[config.mk]
export PLATFORM = sky130hd
export DESIGN_NAME = message_assembler
export DESIGN_NICKNAME = d
export VERILOG_FILES = /design/src/rtl/message_assembler.sv
export SDC_FILE = /design/constraint.sdc
export NUM_CORES = 1
export LEC_CHECK = 0
export CAP_MARGIN = 20
export CORE_AREA = 2 2 179 181
export CTS_BUF_LIST = sky130_fd_sc_hd__clkbuf_4
export CTS_CLUSTER_DIAMETER = 80
export DETAILED_ROUTE_END_ITERATION = 12
export DIE_AREA = 0 0 181 183
export GPL_ROUTABILITY_DRIVEN = 1
export PLACE_DENSITY = 0.82
export SLEW_MARGIN = 20
export SYNTH_ARGS = -nofsm -noshare
export SYNTH_HDL_FRONTEND = slang
export SYNTH_SLANG_ARGS = --single-unit
[constraint.sdc]
create_clock -name CLK -period 17.8 [get_ports CLK]
set_input_delay 3.56 -clock CLK [delete_from_list [all_inputs] [get_ports CLK]]
set_output_delay 3.56 -clock CLK [all_outputs]
set_load 0.03 [all_outputs]
[src/rtl/message_assembler.sv]
// rtl/message_assembler.sv - packs WIDTH-bit beats into MSG_WIDTH-bit messages behind a DEPTH-entry queue.
// Optional feature: ADAPTER_ERRCNT_EN adds a saturating err_count output.
module message_assembler #(
  parameter int WIDTH     = 32,
  parameter int MSG_WIDTH = 144,
  parameter int DEPTH     = 2
) (
  input  logic                 CLK,
  input  logic                 nRST,
  input  logic                 in_enq_ena,
  input  logic [WIDTH-1:0]     in_enq_v,
  input  logic                 in_enq_last,
  output logic                 in_enq_rdy,
  output logic                 out_enq_ena,
  output logic [MSG_WIDTH-1:0] out_enq_v,
  input  logic                 out_enq_rdy
`ifdef ADAPTER_ERRCNT_EN
  ,
  output logic [15:0]          err_count
`endif
);

  localparam int N  = (MSG_WIDTH + WIDTH - 1) / WIDTH;
  localparam int CW = $clog2(N + 1);
  localparam int AW = N * WIDTH;
  localparam int PW = (DEPTH > 1) ? $clog2(DEPTH) : 1;
  localparam int OW = $clog2(DEPTH + 1);

  localparam logic [0:0] COLLECT = 1'b0;
  localparam logic [0:0] DISCARD = 1'b1;

  localparam logic [CW-1:0] LAST_IDX = CW'(N - 1);
  localparam logic [OW-1:0] OCC_FULL = OW'(DEPTH);

  logic [0:0]           r_state;
  logic [CW-1:0]        r_count;
  logic [AW-1:0]        r_asm;
  logic [MSG_WIDTH-1:0] r_q [DEPTH];
  logic [PW-1:0]        r_wptr;
  logic [PW-1:0]        r_rptr;
  logic [OW-1:0]        r_occ;

  logic          w_full;
  logic          w_empty;
  logic          w_accept;
  logic          w_collect;
  logic          w_at_last;
  logic          w_push;
  logic          w_pop;
  logic          w_overrun;
  logic          w_short;
  logic [AW-1:0] w_merged;
  int            w_base;

  assign w_full    = (r_occ == OCC_FULL);
  assign w_empty   = (r_occ == '0);
  assign w_accept  = in_enq_ena & in_enq_rdy;
  assign w_collect = w_accept & (r_state == COLLECT);
  assign w_at_last = (r_count == LAST_IDX);
  assign w_push    = w_collect & (in_enq_last | w_at_last);
  assign w_overrun = w_collect & ~in_enq_last & w_at_last;
  assign w_short   = w_collect & in_enq_last & ~w_at_last;
  assign w_pop     = ~w_empty & out_enq_rdy;

  // Ready comes from registered occupancy/state only, never from the sink's ready.
  assign in_enq_rdy  = ~w_full | (r_state == DISCARD);
  assign out_enq_ena = ~w_empty;
  assign out_enq_v   = w_empty ? '0 : r_q[r_rptr];

  always_comb begin
    w_base   = int'(r_count) * WIDTH;
    w_merged = r_asm;
    w_merged[w_base +: WIDTH] = in_enq_v;
  end

  always_ff @(posedge CLK or negedge nRST) begin
    if (!nRST) begin
      r_state <= COLLECT;
      r_count <= '0;
      r_asm   <= '0;
    end else if (w_collect) begin
      if (w_push) begin
        // Clearing here keeps stale upper beats out of a later short message.
        r_count <= '0;
        r_asm   <= '0;
        if (w_overrun) begin
          r_state <= DISCARD;
        end
      end else begin
        r_count <= r_count + CW'(1);
        r_asm   <= w_merged;
      end
    end else if (w_accept && (r_state == DISCARD) && in_enq_last) begin
      r_state <= COLLECT;
    end
  end

  always_ff @(posedge CLK or negedge nRST) begin
    if (!nRST) begin
      r_wptr <= '0;
      r_rptr <= '0;
      r_occ  <= '0;
    end else begin
      if (w_push) begin
        r_wptr <= (DEPTH == 1) ? '0 : r_wptr + PW'(1);
      end
      if (w_pop) begin
        r_rptr <= (DEPTH == 1) ? '0 : r_rptr + PW'(1);
      end
      if (w_push && !w_pop) begin
        r_occ <= r_occ + OW'(1);
      end else if (w_pop && !w_push) begin
        r_occ <= r_occ - OW'(1);
      end
    end
  end

  // Payload storage needs no reset: the head is masked while the queue is empty.
  always_ff @(posedge CLK) begin
    if (w_push) begin
      r_q[r_wptr] <= w_merged[MSG_WIDTH-1:0];
    end
  end

`ifdef ADAPTER_ERRCNT_EN
  logic [15:0] r_err;

  always_ff @(posedge CLK or negedge nRST) begin
    if (!nRST) begin
      r_err <= '0;
    end else if ((w_short || w_overrun) && (r_err != 16'hFFFF)) begin
      r_err <= r_err + 16'd1;
    end
  end

  assign err_count = r_err;
`endif

endmodule

==> run metrics, run 1 <==
status=finished clean; nets@finish=1424; Area contributors post-synth=edfxtp_1 (47%), dfrtp_1 (21%), mux2_2 (8.7%), mux2i_1 (7.8%), a32o_1 (7.8%); pin count of the biggest net entering global routing=between 100 and 150; post-layout min period=7.30 ns; crit path buf inv count=2; Fmax=between 0.1 and 0.15 GHz; area leader, netlist=edfxtp_1; DRC viols=0; DP Area=20400 um^2; CTS max path bufs=3; CP Capture Type=primary output; commonest non-fill, non-tap cells in the layout=edfxtp_1 (288), clkdlybuf4s50_1 (181), clkbuf_4 (171); final WL=between 40 and 50 mm; global-route wire length before repair=63.5 mm; worst setup path endpoint=out_enq_v[108]; area of the multi-input gates=approximately 5500 um^2; die area=33100 um^2; ratio of cells with drive above 1 in the final layout=0.242; via count=~11000; unrepaired setup endpoints after global routing=no; # setup viols final=0; syn avg cell area=approximately 16 um^2; dpl cells=between 1500 and 2000; Max-slew headroom=0.264; I/O Buffers=~180; crit-path max FO=55; fin area=between 20000 and 25000 um^2; detailed placement HPWL=between 20 and 25 mm; Clock Skew=0.0521 ns; mapped cell area=about 18000 um^2; power density over the cells=~180 nW/um^2; Post-Route Utilization=0.701; Die X=181 um; Clk pin slew, worst setup/hold paths=~0.07 ns; Slew Viols, Final=0; Initial Utilization=0.589; Die H=~180 um; root buffer cell=clkbuf_4; VDD IR-drop max=around 0.00015 V; crit-path cells=buf_4, mux2i_1, nor2_1, clkdlybuf4s50_1; FP Rows=65; CTS sink cnt=440; actual slew at the worst max-slew pin=1.10 ns; type of the most critical hold path=register to register; Crit. Startpoint=r_rptr; hold_buf cts=0; total setup buffers inserted after CTS=0; DRT Pass-1 Iters=5; Via-to-Cell Ratio=approximately 6; commonest non-fill, non-tap cell in the layout=edfxtp_1; vias in the first global route=between 10000 and 15000; number of gates resized after cts=0; share of the synthesized area in the top cell type=0.470; grt total ovfl=0; RePlAce Congestion=between 0.7 and 0.8; Crit path required time=approximately 14 ns; Area Overhead vs Synth=19.1%; CTS tree=built; Ys Warns=0; initial antenna violation count=1; count of cell types in the netlist=37; GRT Total Usage=0.249; arrival time worst endpoint=between 3 and 4 ns; I/O Pins=between 150 and 200; Fin Setup TNS=0 ns; WL/cell=~22 um; ANT nets after route=0; Largest stage delay, worst path=between 0.9 and 1 ns; number of synthesized register bits=440; First DRT Iteration DRCs=869; Core ar.=about 31000 um^2; Max Cap Viol=0; hold slack=0.488 ns; Synth Instances=about 1200; number of fill cells=slightly above 2000; Stages on worst setup path=4; flop-to-flop setup slack=about 14 ns; storage element area=around 12000 um^2; Mapped Nets=1228; Crit Path Category=register to primary output; start of the worst register-to-register path=r_occ[0]; CP top delay family=buffers and inverters; r2r endpoint=r_q[1][65]; total CTS buffers=105; period utilization=0.410; Skew-Pair Late Insertion Delay=around 0.73 ns; sequential fraction of the synthesis area=0.677; pre-CTS setup slack=10.91 ns; fin cells=between 1500 and 2000; Crit-path slowest cell=dfrtp_4; cell leakage power=slightly below 9 nW; Power, Total=slightly below 4 mW; H-tree depth=3; Final Worst Setup Slack=10.50 ns; Final Hold Fails=0; Reg2Reg Depth=5; CP Launch Type=register
-- flip-flops by register name (all words and copies together), names as in the netlist --
signal   cells
r_asm      144
r_count      3
r_occ        2
r_q        288
r_rptr       1
r_state      1
r_wptr       1
-- metal layers --
layer  vias to the layer above  global-route usage  routed length, um
met5                         -                   0                  0
met4                         0              0.0920                928
met3                        62              0.0465               2810
met2                       464               0.405              20400
met1                      5775               0.339              17000
li1                       5041                   -                  -
-- where the power goes --
part           internal, mW  switching, mW  total [mW]
Combinational         0.634          0.989        1.62
Sequential             1.34         0.0905        1.43
Clock                 0.463          0.378       0.840
-- cell families after synthesis --
logic type	count (synthesis)	share of synthesized area
buf+inv	115	0.0282
mux	286	0.165
xor+xnor	5	0.00238
compound gates	157	0.0826
fa+ha+maj	6	0.00408
flops	440	0.677
simple gates	176	0.0400
-- Yosys cell counts --
master / instances
nor3b_1: 1
nand3_1: 3
o21ai_2: 1
and4bb_1: 1
mux2i_1: 144
nor2b_1: 1
nand2_1: 3
and3_1: 1
o21ai_1: 3
and2_1: 2
inv_1: 4
nand3b_1: 2
xor2_1: 3
dfrtp_1: 152
and2_0: 1
a21o_1: 3
edfxtp_1: 288
nor3b_4: 1
buf_1: 18
nor3_1: 1
nor2_1: 153
o2bb2ai_1: 1
buf_2: 58
inv_2: 1
xnor2_1: 2
clkbuf_1: 31
nand4b_1: 1
and3b_1: 2
ha_1: 6
o21ai_0: 4
a32o_1: 143
a31oi_1: 2
nand2b_1: 1
mux2_2: 142
buf_6: 1
or2_2: 2
buf_4: 2
-- area by class of cell --
class / count / share of cell area
sequential: 440 / 0.569
multi-input combinational: 630 / 0.250
timing repair buffer: 199 / 0.0911
clock buffer: 171 / 0.0586
tap: 402 / 0.0230
clock inverter: 25 / 0.00686
inverter: 5 / 0.000857
antenna: 1 / 0.000114
-- worst min path at each step --
stage,from,to,slack (ns),depth (start not counted)
after floorplan,r_asm[109],r_asm[109],0.46,1
after global placement,r_asm[21],r_asm[21],0.47,1
after detailed placement,r_asm[19],r_asm[19],0.48,1
after CTS,r_asm[19],r_asm[19],0.49,1
after global routing,r_asm[12],r_asm[12],0.50,1
final,r_asm[19],r_asm[19],0.49,1
Power figures use the tool's default switching activity.
==> run 2, diff against run 1 <==
--- a/config.mk
+++ b/config.mk
@@ -6,13 +6,13 @@
 export NUM_CORES = 1
 export LEC_CHECK = 0
 export CAP_MARGIN = 20
-export CORE_AREA = 2 2 179 181
+export CORE_AREA = 2 2 180 182
 export CTS_BUF_LIST = sky130_fd_sc_hd__clkbuf_4
 export CTS_CLUSTER_DIAMETER = 80
 export DETAILED_ROUTE_END_ITERATION = 12
-export DIE_AREA = 0 0 181 183
+export DIE_AREA = 0 0 182 184
 export GPL_ROUTABILITY_DRIVEN = 1
-export PLACE_DENSITY = 0.82
+export PLACE_DENSITY = 0.81
 export SLEW_MARGIN = 20
 export SYNTH_ARGS = -nofsm -noshare
 export SYNTH_HDL_FRONTEND = slang
==> constraint.sdc (replaced) <==
create_clock -name CLK -period 7.6 [get_ports CLK]
set_input_delay 1.52 -clock CLK [delete_from_list [all_inputs] [get_ports CLK]]
set_output_delay 1.52 -clock CLK [all_outputs]
set_load 0.03 [all_outputs]
==> run metrics, run 2 (synthesized netlist as in run 1, its figures left out) <==
Max Cap Viol=0; Area Overhead vs Synth=18.9%; First DRT Iteration DRCs=about 1100; Power, Total=~9.1 mW; Via-to-Cell Ratio=6.02; DRT Pass-1 Iters=5; CTS max path bufs=3; final WL=between 40 and 50 mm; most flop-heavy register=r_q; grt total ovfl=0; number of fill cells=between 2000 and 2500; CTS tree=built; largest registers=r_q (288), r_asm (144), r_count (3); power density over the cells=slightly above 400 nW/um^2; pin count of the biggest net entering global routing=105; die area=roughly 33000 um^2; Die X=around 180 um; number of gates resized after cts=0; Post-Route Utilization=0.696; Final Worst Setup Slack=2.66 ns; Initial Utilization=0.586; ratio of cells with drive above 1 in the final layout=0.240; FP Rows=between 60 and 70; GR Layer Usage met1=0.333; DRC viols=0; CP Launch Type=register; Clk pin slew, worst setup/hold paths=~0.070 ns; arrival time worst endpoint=~3.4 ns; CTS sink cnt=440; Slew Viols, Final=0; GRT busiest layer=met2; status=finished clean; Crit Path Category=register to primary output; vias in the first global route=approximately 11000; met2 global-route usage=0.403; Clock Skew=approximately 0.037 ns; met3 Resource Use GR=0.0485; VDD IR-drop max=~0.00030 V; root buffer cell=clkbuf_4; global-route wire length before repair=roughly 63 mm; RePlAce Congestion=~0.76; hold_buf cts=0; WL/cell=approximately 22 um; Max-slew headroom=0.238; period utilization=0.650; crit-path max FO=36; commonest non-fill, non-tap cells in the layout=edfxtp_1 (288), clkdlybuf4s50_1 (181), clkbuf_4 (167); initial antenna violation count=2; Fmax=slightly above 0.2 GHz; pre-CTS setup slack=between 2 and 3 ns; detailed placement HPWL=between 20 and 25 mm; Fin Setup TNS=0 ns; via count=between 10000 and 15000; total CTS buffers=between 100 and 150; nets@finish=around 1400; Crit path required time=6.08 ns; actual slew at the worst max-slew pin=around 1.1 ns; Skew-Pair Late Insertion Delay=slightly above 0.7 ns; type of the most critical hold path=register to register; GRT Total Usage=0.245; Core ar.=around 31000 um^2; I/O Pins=around 180; # setup viols final=0; number of flip-flops under the largest register name=between 200 and 300; Die H=approximately 180 um; cell leakage power=slightly below 9 nW; commonest non-fill, non-tap cell in the layout=edfxtp_1; post-layout min period=4.94 ns; unrepaired setup endpoints after global routing=no; ANT nets after route=0; I/O Buffers=~180; CP Capture Type=primary output; total setup buffers inserted after CTS=0; Final Hold Fails=0; H-tree depth=3
-- run 2: where the power goes --
| group | internal (mW) | leakage (nW) | total, mW | switching (mW) |
|---|---|---|---|---|
| registers | 3.13 | 4.81 | 3.33 | 0.200 |
| logic | 1.48 | 3.21 | 3.81 | 2.33 |
| clock network | 1.03 | 0.840 | 1.93 | 0.899 |
| total | 5.65 | 8.86 | 9.08 | 3.43 |
-- run 2: final timing paths --
| check | from | to | slack (ns) | cells past startpoint |
|---|---|---|---|---|
| max | r_rptr | out_enq_v[95] | 2.66 | 4 |
| min | r_asm[14] | r_asm[14] | 0.49 | 1 |
| max reg2reg | r_count[0] | r_asm[113] | 3.83 | 8 |
| min reg2reg | r_asm[14] | r_asm[14] | 0.49 | 1 |
| max in group asynchronous | nRST | r_asm[82] | 5.29 | 2 |
| min in group asynchronous | nRST | r_asm[37] | 0.91 | 1 |
-- run 2: worst max-delay path, stage by stage (launching register included) --
cell and delay (ns):
dfrtp_4 0.88, buf_4 0.65, mux2i_1 0.41, nor2_1 0.11, clkdlybuf4s50_1 0.63
-- run 2: final cells by class --
type,count,area (um^2),share of cell area
Antenna cell,2,5.00,0.000229
Timing Repair Buffer,198,1980,0.0905
Tap cell,402,503,0.0230
Sequential cell,440,12500,0.570
Clock buffer,167,1250,0.0573
Inverter,5,18.8,0.000859
Multi-Input combinational cell,630,5490,0.251
Clock inverter,30,159,0.00727
-- run 2: layer usage --
| layer | wire [um] | share of wire | vias up |
|---|---|---|---|
| met5 | 0 | 0 | - |
| met1 | 17400 | 0.43 | 5728 |
| met2 | 20000 | 0.49 | 453 |
| met3 | 2660 | 0.065 | 48 |
| met4 | 752 | 0.018 | 0 |
| li1 | - | - | 5048 |
-- run 2: metrics by stage --
step | instances | hold slack, ns | area [um^2]
2_1_floorplan | 1185 | 0.456 | 18400
3_3_place_gp | 1674 | 0.468 | 20400
3_5_place_dp | 1674 | 0.476 | 20400
4_1_cts | 1871 | 0.491 | 21800
5_1_grt | 1874 | 0.498 | 21900
6_report | 1874 | 0.488 | 21900
==> run 3, diff against run 2 <==
==> constraint.sdc (replaced) <==
create_clock -name CLK -period 4.9 [get_ports CLK]
set_input_delay 0.98 -clock CLK [delete_from_list [all_inputs] [get_ports CLK]]
set_output_delay 0.98 -clock CLK [all_outputs]
set_load 0.03 [all_outputs]
==> run metrics, run 3 (synthesized netlist as in run 1, its figures left out) <==
Clk pin slew, worst setup/hold paths=around 0.060 ns; Max Cap Viol=0; Reg2Reg Depth=6; initial antenna violation count=1; post-layout min period=around 4.1 ns; GRT Total Usage=0.242; H-tree depth=3; final WL=between 40 and 50 mm; CP top delay family=buffers and inverters; DRT Pass-1 Iters=7; flop-to-flop setup slack=roughly 1.4 ns; unrepaired setup endpoints after global routing=no; Fmax=between 0.2 and 0.25 GHz; Crit path required time=between 3 and 4 ns; pin count of the biggest net entering global routing=around 80; CTS sink cnt=between 400 and 500; actual slew at the worst max-slew pin=approximately 1.1 ns; sequential cell fraction of total power=0.364; I/O Buffers=between 150 and 200; total setup buffers inserted after CTS=0; FP Rows=65; global-route wire length before repair=between 60 and 70 mm; CP Launch Type=register; start of the worst register-to-register path=r_count[0]; r2r endpoint=r_asm[26]; crit-path max FO=35; type of the most critical hold path=input port to async pin; Area Overhead vs Synth=19.6%; Slew Viols, Final=0; Die H=between 150 and 200 um; commonest non-fill, non-tap cells in the layout=edfxtp_1 (288), clkdlybuf4s50_1 (181), clkbuf_4 (170); die area=~33000 um^2; power density over the cells=roughly 650 nW/um^2; Clock Skew=between 0.04 and 0.05 ns; period utilization=0.836; crit path buf inv count=2; CTS max path bufs=3; Skew-Pair Late Insertion Delay=roughly 0.75 ns; arrival time worst endpoint=roughly 3.1 ns; VDD IR-drop max=approximately 0.00042 V; cell leakage power=8.94 nW; RePlAce Congestion=0.756; Via-to-Cell Ratio=around 6; # setup viols final=0; I/O Pins=~180; number of gates resized after cts=0; switching power=around 5.3 mW; CTS tree=built; largest registers=r_q (288), r_asm (144), r_count (3); crit-path cells=nor2_4, buf_4, nor2_1, clkdlybuf4s50_1; CP Capture Type=primary output; nets@finish=approximately 1400; ratio of cells with drive above 1 in the final layout=0.246; ANT nets after route=0; commonest non-fill, non-tap cell in the layout=edfxtp_1; hold_buf cts=0; detailed placement HPWL=around 24 mm; Post-Route Utilization=0.701; DRC viols=0; root buffer cell=clkbuf_4; vias in the first global route=11400; Largest stage delay, worst path=slightly below 0.8 ns; via count=approximately 11000; Core ar.=31400 um^2; Crit Path Category=register to primary output; Die X=roughly 180 um; Max-slew headroom=0.240; grt total ovfl=0; clock share of power=0.217; hold slack=between 0.3 and 0.4 ns; First DRT Iteration DRCs=roughly 990; switch share=0.374; Comb power frac=0.419; WL/cell=approximately 21 um; Final Hold Fails=0; total CTS buffers=107; most flop-heavy register=r_q; status=finished clean; Initial Utilization=0.586; number of flip-flops under the largest register name=288; Crit-path slowest cell=nor2_4; Pint=slightly below 9 mW
[run 3: layout make-up]
cell class	instances	area [um^2]
Sequential cell	440	12500
Fill cell	2096	9400
Multi-Input combinational cell	630	5490
Timing Repair Buffer	205	2080
Clock buffer	170	1280
Tap cell	402	503
Clock inverter	29	176
Inverter	5	18.8
Antenna cell	1	2.50
[run 3: per-layer routing]
| layer | track usage | up-vias | wire length, um |
|---|---|---|---|
| met2 | 0.406 | 445 | 20100 |
| met5 | 0 | - | 0 |
| li1 | - | 5056 | - |
| met1 | 0.324 | 5691 | 16900 |
| met4 | 0.0723 | 0 | 672 |
| met3 | 0.0479 | 52 | 2600 |
[run 3: worst register-to-register path, stage by stage (launching register included)]
cell and delay [ns]:
dfrtp_1 0.51, inv_2 0.10, ha_1 0.26, ha_1 0.31, nand4b_1 0.79, nor2_4 1.10, a32o_1 0.30
[run 3: metrics by stage]
step / instance area (um^2) / setup WS, ns / total power [mW] / std cells / TNS, ns
after floorplan: 18400 / -0.202 / 9.02 / 1185 / -29.15
after global placement: 20500 / 1.23 / 11.1 / 1681 / 0
after detailed placement: 20500 / 1.20 / 11.2 / 1682 / 0
after CTS: 22000 / 0.734 / 14.3 / 1881 / 0
after global routing: 22000 / 0.575 / 14.9 / 1882 / 0
final: 22000 / 0.803 / 14.2 / 1882 / 0
[run 3: power groups by stage]
stage               registers, mW  clock network, mW  logic, mW
floorplan                    5.11                  0       3.91
global placement             5.22                  0       5.85
detailed placement           5.25                  0       5.96
CTS                          5.18               3.15       5.99
global route                 5.24               3.35       6.31
finish                       5.18               3.08       5.96
[run 3: worst max-delay path by stage]
stage | to | cells after the start | startpoint
final | out_enq_v[15] | 4 | r_occ[0]
after detailed placement | r_q[1][23] | 4 | in_enq_ena
after global routing | out_enq_v[15] | 4 | r_occ[0]
after global placement | r_q[1][24] | 4 | in_enq_ena
after floorplan | r_q[0][0] | 2 | in_enq_ena
after CTS | out_enq_v[15] | 4 | r_occ[0]
